$ cat src/rtl/q2_demux1to4_reg_if.sv
// Bus bundle for the registered 1-to-4 demux: source handshake, select/mode,
// consumer ack, and the four channel outputs with their status.
interface q2_demux1to4_reg_if #(
   parameter int unsigned DATA_W  = 1,
   parameter int unsigned STALL_W = 8
);
   logic [DATA_W-1:0]  din;
   logic               din_valid;
   logic               din_ready;
   logic [1:0]         s;
   logic               auto_mode;
   logic [3:0]         ack;
   logic [DATA_W-1:0]  a;
   logic [DATA_W-1:0]  b;
   logic [DATA_W-1:0]  c;
   logic [DATA_W-1:0]  d;
   logic [3:0]         full;
   logic [1:0]         ptr;
   logic [STALL_W-1:0] stall_cnt;

   modport master (
      output din, din_valid, s, auto_mode, ack,
      input  din_ready, a, b, c, d, full, ptr, stall_cnt
   );

   modport slave (
      input  din, din_valid, s, auto_mode, ack,
      output din_ready, a, b, c, d, full, ptr, stall_cnt
   );
endinterface

$ cat src/rtl/q2_demux1to4_reg.sv
// Registered 1-to-4 demultiplexer with per-channel occupancy, consumer ack,
// manual or round-robin target selection and a saturating stall counter.
module q2_demux1to4_reg #(
   parameter int unsigned DATA_W  = 1,
   parameter int unsigned STALL_W = 8
) (
   input logic                clk,
   input logic                rst,
   q2_demux1to4_reg_if.slave  bus
);

   logic [DATA_W-1:0]  data_q [4];
   logic [DATA_W-1:0]  data_d [4];
   logic [3:0]         full_q, full_d;
   logic [1:0]         ptr_q, ptr_d;
   logic [STALL_W-1:0] stall_q, stall_d;
   logic [1:0]         tgt;
   logic               ready;
   logic               xfer;

   assign tgt   = bus.auto_mode ? ptr_q : bus.s;
   // An ack on the target frees it this cycle, so a full channel can stream without a bubble.
   assign ready = ~full_q[tgt] | bus.ack[tgt];
   assign xfer  = bus.din_valid & ready;

   always_comb begin
      data_d  = data_q;
      full_d  = full_q & ~bus.ack;
      ptr_d   = ptr_q;
      stall_d = stall_q;
      if (xfer) begin
         data_d[tgt] = bus.din;
         full_d[tgt] = 1'b1;
         if (bus.auto_mode) begin
            ptr_d = ptr_q + 2'd1;
         end
      end
      if (bus.din_valid && !ready && (stall_q != {STALL_W{1'b1}})) begin
         stall_d = stall_q + {{(STALL_W-1){1'b0}}, 1'b1};
      end
   end

   always_ff @(posedge clk) begin
      if (rst) begin
         data_q  <= '{default: '0};
         full_q  <= '0;
         ptr_q   <= '0;
         stall_q <= '0;
      end else begin
         data_q  <= data_d;
         full_q  <= full_d;
         ptr_q   <= ptr_d;
         stall_q <= stall_d;
      end
   end

   assign bus.din_ready = ready;
   assign bus.a         = data_q[0];
   assign bus.b         = data_q[1];
   assign bus.c         = data_q[2];
   assign bus.d         = data_q[3];
   assign bus.full      = full_q;
   assign bus.ptr       = ptr_q;
   assign bus.stall_cnt = stall_q;

endmodule
$ cat src/flat_wrapper.sv
// flat-port wrapper written by rule: the top's interface ports become plain ports
module q2_demux1to4_reg_flat 
#(
   parameter int unsigned DATA_W  = 1,
   parameter int unsigned STALL_W = 8
)
  (clk, rst, bus_din, bus_din_valid, bus_s, bus_auto_mode, bus_ack, bus_din_ready, bus_a, bus_b, bus_c, bus_d, bus_full, bus_ptr, bus_stall_cnt);
  q2_demux1to4_reg_if #(.DATA_W(DATA_W), .STALL_W(STALL_W)) bus_i ();
  input logic clk;
  input logic rst;
  input wire logic [$bits(bus_i.din)-1:0] bus_din;
  input wire logic [$bits(bus_i.din_valid)-1:0] bus_din_valid;
  input wire logic [$bits(bus_i.s)-1:0] bus_s;
  input wire logic [$bits(bus_i.auto_mode)-1:0] bus_auto_mode;
  input wire logic [$bits(bus_i.ack)-1:0] bus_ack;
  output wire logic [$bits(bus_i.din_ready)-1:0] bus_din_ready;
  output wire logic [$bits(bus_i.a)-1:0] bus_a;
  output wire logic [$bits(bus_i.b)-1:0] bus_b;
  output wire logic [$bits(bus_i.c)-1:0] bus_c;
  output wire logic [$bits(bus_i.d)-1:0] bus_d;
  output wire logic [$bits(bus_i.full)-1:0] bus_full;
  output wire logic [$bits(bus_i.ptr)-1:0] bus_ptr;
  output wire logic [$bits(bus_i.stall_cnt)-1:0] bus_stall_cnt;
  assign bus_i.din = bus_din;
  assign bus_i.din_valid = bus_din_valid;
  assign bus_i.s = bus_s;
  assign bus_i.auto_mode = bus_auto_mode;
  assign bus_i.ack = bus_ack;
  assign bus_din_ready = bus_i.din_ready;
  assign bus_a = bus_i.a;
  assign bus_b = bus_i.b;
  assign bus_c = bus_i.c;
  assign bus_d = bus_i.d;
  assign bus_full = bus_i.full;
  assign bus_ptr = bus_i.ptr;
  assign bus_stall_cnt = bus_i.stall_cnt;
  q2_demux1to4_reg #(.DATA_W(DATA_W), .STALL_W(STALL_W)) u_core (.clk(clk), .rst(rst), .bus(bus_i));
endmodule
$ cat config.mk
export PLATFORM = sky130hd
export DESIGN_NAME = q2_demux1to4_reg_flat
export DESIGN_NICKNAME = d
export VERILOG_FILES = /design/src/rtl/q2_demux1to4_reg_if.sv /design/src/rtl/q2_demux1to4_reg.sv /design/src/flat_wrapper.sv
export SDC_FILE = /design/constraint.sdc
export NUM_CORES = 1
export LEC_CHECK = 0
export ABC_AREA = 1
export CAP_MARGIN = 15
export CELL_PAD_IN_SITES_DETAIL_PLACEMENT = 0
export CELL_PAD_IN_SITES_GLOBAL_PLACEMENT = 1
export CORE_MARGIN = 2
export CORE_UTILIZATION = 33
export CTS_CLUSTER_DIAMETER = 30
export DETAILED_ROUTE_END_ITERATION = 12
export PLACE_DENSITY_LB_ADDON = 0.1
export SKIP_LAST_GASP = 1
export SLEW_MARGIN = 20
export SYNTH_ARGS = -nofsm -noshare
export SYNTH_HDL_FRONTEND = slang
export SYNTH_SLANG_ARGS = --single-unit
$ cat constraint.sdc
create_clock -name clk -period 1.9 [get_ports clk]
set_clock_uncertainty 0.05 [all_clocks]
set_input_delay 0.285 -clock clk [delete_from_list [all_inputs] [get_ports clk]]
set_output_delay 0.285 -clock clk [all_outputs]
set_load 0.02 [all_outputs]
======== Word level (Yosys, flattened, before mapping) ========
Cells that the tools add are included.
cells by class
  add/subtract/negate cells ............... 2
  order comparisons ....................... 4
  equality and inequality tests ........... 1
  muxes and demuxes ....................... 11
  bitwise operators ....................... 7
  reductions and logical operators ........ 6
operator list
  kind                                                               number
  adder 8 x 1 -> 8 bit, second input constant                        1
  != test 8 bit, second input constant                               1
  bitwise AND 4 bit                                                  1
  binary-select mux 1 bit (select 2 bit)                             2
  bitwise mux 4 bit                                                  1
  demux 1 bit (select 2 bit)                                         2
  logical AND 1 bit                                                  4
  two-way mux 1 bit                                                  4
  two-way mux 4 bit                                                  1
  NOT 4 bit                                                          1
  OR 4 bit                                                           1
  greater-or-equal comparator 3 bit, second input constant           1
  less-than comparator 2 x 3 -> 1 bit, second input constant         1
  less-than comparator 3 x 1 -> 1 bit, second input constant         1
  NOT 2 -> 3 bit                                                     1
  adder 2 x 1 -> 2 bit, second input constant                        1
  greater-or-equal comparator 2 x 1 -> 1 bit, second input constant  1
  two-way mux 2 bit                                                  1
  AND reduction 2 bit                                                1
  bitwise AND 1 bit                                                  1
  zero test 1 bit                                                    1
  NOT 1 bit                                                          1
  OR 1 bit                                                           1
word-level totals
  register bits after elaboration ......... 18
  input bits .............................. 11
  output and inout bits ................... 19
  logic and storage cells ................. 38

======== Logic depth before layout (Yosys ltp) ========
  word-level depth ........................ 8
  depth in mapped cells ................... 13

======== Worst setup path after synthesis ========
OpenSTA, ideal clock, no wires.
  kind .................................... flip-flop to flip-flop
  start point ............................. reg u_core.stall_q[1], in the netlist u_core.bus.stall_cnt[1]
  end point ............................... reg u_core.stall_q[4], in the netlist u_core.bus.stall_cnt[4]
  library setup time ...................... 113 ps
  data arrival time ....................... 1401 ps
  data required time ...................... 1737 ps
  setup slack ............................. 336 ps
  cell stages (with the launch flop) ...... 10
  clock period less this slack ............ 1564 ps
  path through ............................ dfxtp_1 -> ha_1 -> nand2_1 -> inv_1 -> nand4_1 -> and2_1 -> nand4_1 -> nand2_1 -> nand2_1 -> nor2_1
on the way
  longest elaborated chain between the ends .. 2
  elaborated cells on any way between the ends .. 3
RTL lines
  item                                                          line                    source
  start: declaration                                            q2_demux1to4_reg.sv:16  logic [STALL_W-1:0] stall_q, stall_d;
  start signal: assignment                                      q2_demux1to4_reg.sv:53  stall_q <= stall_d;
  branches (longest 2 deep; another with adder 8 x 1 -> 8 bit)  n/a
Several ways; the timed one is not identified.
A chain may end at the register's enable or synchronous reset.

======== Worst setup path after layout ========
  start point ............................. reg u_core.ptr_q[0], in the netlist u_core.bus.ptr[0]
  end point ............................... out bus_din_ready
on the way
  longest elaborated chain between the ends .. 5
  elaborated cells on any way between the ends .. 7
RTL lines
  item                                     line                    source
  start: declaration                       q2_demux1to4_reg.sv:15  logic [1:0] ptr_q, ptr_d;
  start signal: assignment                 q2_demux1to4_reg.sv:52  ptr_q <= ptr_d;
  two-way mux 2 bit *                      q2_demux1to4_reg.sv:21  assign tgt = bus.auto_mode ? ptr_q : bus.s;
  binary-select mux 1 bit (select 2 bit)   q2_demux1to4_reg.sv:23  assign ready = ~full_q[tgt] | bus.ack[tgt];
  two-way mux 1 bit (not written as such)  q2_demux1to4_reg.sv:23
  NOT 1 bit                                q2_demux1to4_reg.sv:23
  OR 1 bit *                               q2_demux1to4_reg.sv:23
  end: declaration                         flat_wrapper.sv:16      output wire logic [$bits(bus_i.din_ready)-1:0] bus_din_ready;
Every way passes the cells marked *; elsewhere a longest branch is shown, timed or not. The select of a mux whose other input is x is not followed.

==> reports/metrics.csv <==
metric;value;unit
ys.flop_type;dfxtp_1;
synth_nets;185;
grt_pass1_vias;1147;
post_drt_wl_per_cell;10.5;microns
hold_buffers;0;
dp_hpwl;2130;microns
yosysUniqueCellTypes;23;
die_w;63.2;microns
grt_max_degree;17;
syn_inst;173;
io_buffer_count;29;
crit_required;1.56;ns
cp-end-kind;output pin;
insertion_delay;0.31;ns
final_area;1600;sq um
htreeDepth;1;
drv_cap;0;
fin_crit_sh;0.951;
holdWs;0.410;ns
setup_viol;0;
status;completed;
overflow;0;
core_area;3360;sq um
fin_crit;1.81;ns
drt_first_pass_iters;4;
fp.dieH;63.2;microns
num_rows;21;
io_pins;30;
crit_arrival;1.47;ns
clockBufferDepth;2;
ctsRootBufferMaster;clkbuf_4;
fin_setup_tns;0;ns
dp.cells;255;
cp-start-kind;flop;
area_growth;38.4;%
power.leakage;0.755;nW
synth-seq-cells;18;
dieArea;3990;sq um
path_class;reg -> out;
ys_seq_area_frac;0.312;
grt_pass1_wl;4750;microns
synthArstFlopShare;0;
viasPerCell;4.46;
hold_viol;0;
cts_buffers;3;
clk_pin_slew;0.14;ns
n_fill_cell;367;
peakVddDrop;0.000374;V
placed_cell_area;1560;sq um
syn_area_per_cell;6.68;sq um
p_per_area;561;nW/um^2
synth.most_common_cell;nand2_1;
maxSlewViolCount;0;
synth_area_leaders;dfxtp_1 31%, nand2_1 14%, inv_1 9.4%;
yosys-top-cells-count;42 x nand2_1, 29 x inv_1, 25 x nor2_1;
vias;1160;
remaining_drc_errors;0;
path_max_fanout;6;
yosysWarningCount;0;
routabilityCongestion;0.766;
p_total;0.898;mW
synth_edf_count;0;
num-nets-final;227;
antenna_cells;0;
cts_tree;built;
ant_nets;0;
stdcell_count;260;
yosysTopAreaCell;dfxtp_1;
initial_utilization;0.344;
max_freq;0.553;GHz
hp-class;in -> reg;
post_route_cells_drive_above_1_share;0.220;
antenna_found_initial;0;
routed_wl;2720;microns
rsz0062_at_grt;false;
drt_iter0_drc;39;
grt_usage;0.148;
tightest_slew;0.424;ns
synth_top_area_share;0.312;
relSlewSlack;0.717;
syn_area;1160;sq um
cts.sinks;18;
-- cell usage in the layout (no fill, tap or decap), types with 2 or more instances in the layout --
master | netlist | layout
nand2_2 | 10 | 10
nor2_2 | 4 | 4
inv_2 | 2 | 2
nand2_8 | 2 | 2
nand3_2 | 4 | 4
inv_4 | 2 | 2
nor3_1 | 3 | 3
nand3_1 | 8 | 8
nand2_4 | 2 | 2
inv_1 | 29 | 29
a21oi_1 | 5 | 5
buf_4 | 1 | 11
nand2_1 | 42 | 42
nand4_1 | 8 | 8
clkdlybuf4s50_1 | 0 | 27
clkbuf_4 | 0 | 3
dfxtp_1 | 18 | 17
nor2_1 | 25 | 25
-- critical path, stage by stage (launching register included) --
cell and delay, ns:
dfxtp_1 0.40, nand2_2 0.13, nand2_4 0.13, nand2_1 0.06, nand2_1 0.08, nand2_2 0.09, nand2_8 0.08, nand2_8 0.05
buf_2 0.15
-- kinds of logic after synthesis --
| logic type | share of synthesized area |
|---|---|
| AO/OA/AOI/OAI | 0.0292 |
| AND/OR/NAND/NOR | 0.522 |
| flip-flops | 0.312 |
| buffers and inverters | 0.127 |
| adder cells (fa/ha/maj) | 0.0108 |
-- final timing paths --
| check | slack, ns | startpoint | cells after the start | end |
|---|---|---|---|---|
| worst max-delay path | 0.09 | u_core.bus.ptr[0]$_SDFFE_PP0P_ | 8 | bus_din_ready |
| worst min-delay path | 0.41 | bus_auto_mode | 3 | u_core.bus.ptr[0]$_SDFFE_PP0P_ |
| worst max register to register | 0.28 | u_core.bus.ptr[0]$_SDFFE_PP0P_ | 12 | u_core.bus.d$_SDFFE_PP0P_ |
| worst min register to register | 0.44 | u_core.bus.full[3]$_SDFF_PP0_ | 2 | u_core.bus.full[3]$_SDFF_PP0_ |
-- metrics by stage --
step	worst slack, ns	util
after global routing	0.00179	0.476
after detailed placement	-0.536	0.464
after global placement	-0.483	0.464
final	0.0925	0.476
after floorplan	0.336	-
after CTS	0.0847	0.475
-- what timing repair did --
item	in CTS	in global routing
setup buffers	1	0
pin swaps	1	0
setup endpoints to repair	1	1
gates cloned	0	0
gates resized for setup	5	1
-- report_power, final --
group	switching (mW)	total [mW]	internal, mW
sequential	0.00986	0.402	0.392
clock	0.143	0.260	0.117
combinational	0.132	0.237	0.105
-- flip-flops by register name, summed over array words and instances (netlist names) --
name                  cells
u_core.bus.a              1
u_core.bus.b              1
u_core.bus.c              1
u_core.bus.d              1
u_core.bus.full           4
u_core.bus.ptr            2
u_core.bus.stall_cnt      8
-- routing by layer --
layer  track usage  share of wire
met4        0.0326         0.0074
met5             0              0
met2         0.261           0.48
met1         0.173           0.46
met3        0.0482          0.048
-- layout make-up --
type,count,area [sq um],share of cell area
multi-input combinational,119,649,0.406
timing repair buffer,40,367,0.229
sequential,18,362,0.226
inverter,33,129,0.0805
tap,46,57.6,0.0360
clock buffer,4,36.3,0.0227
(Power assumes the default switching activity.)
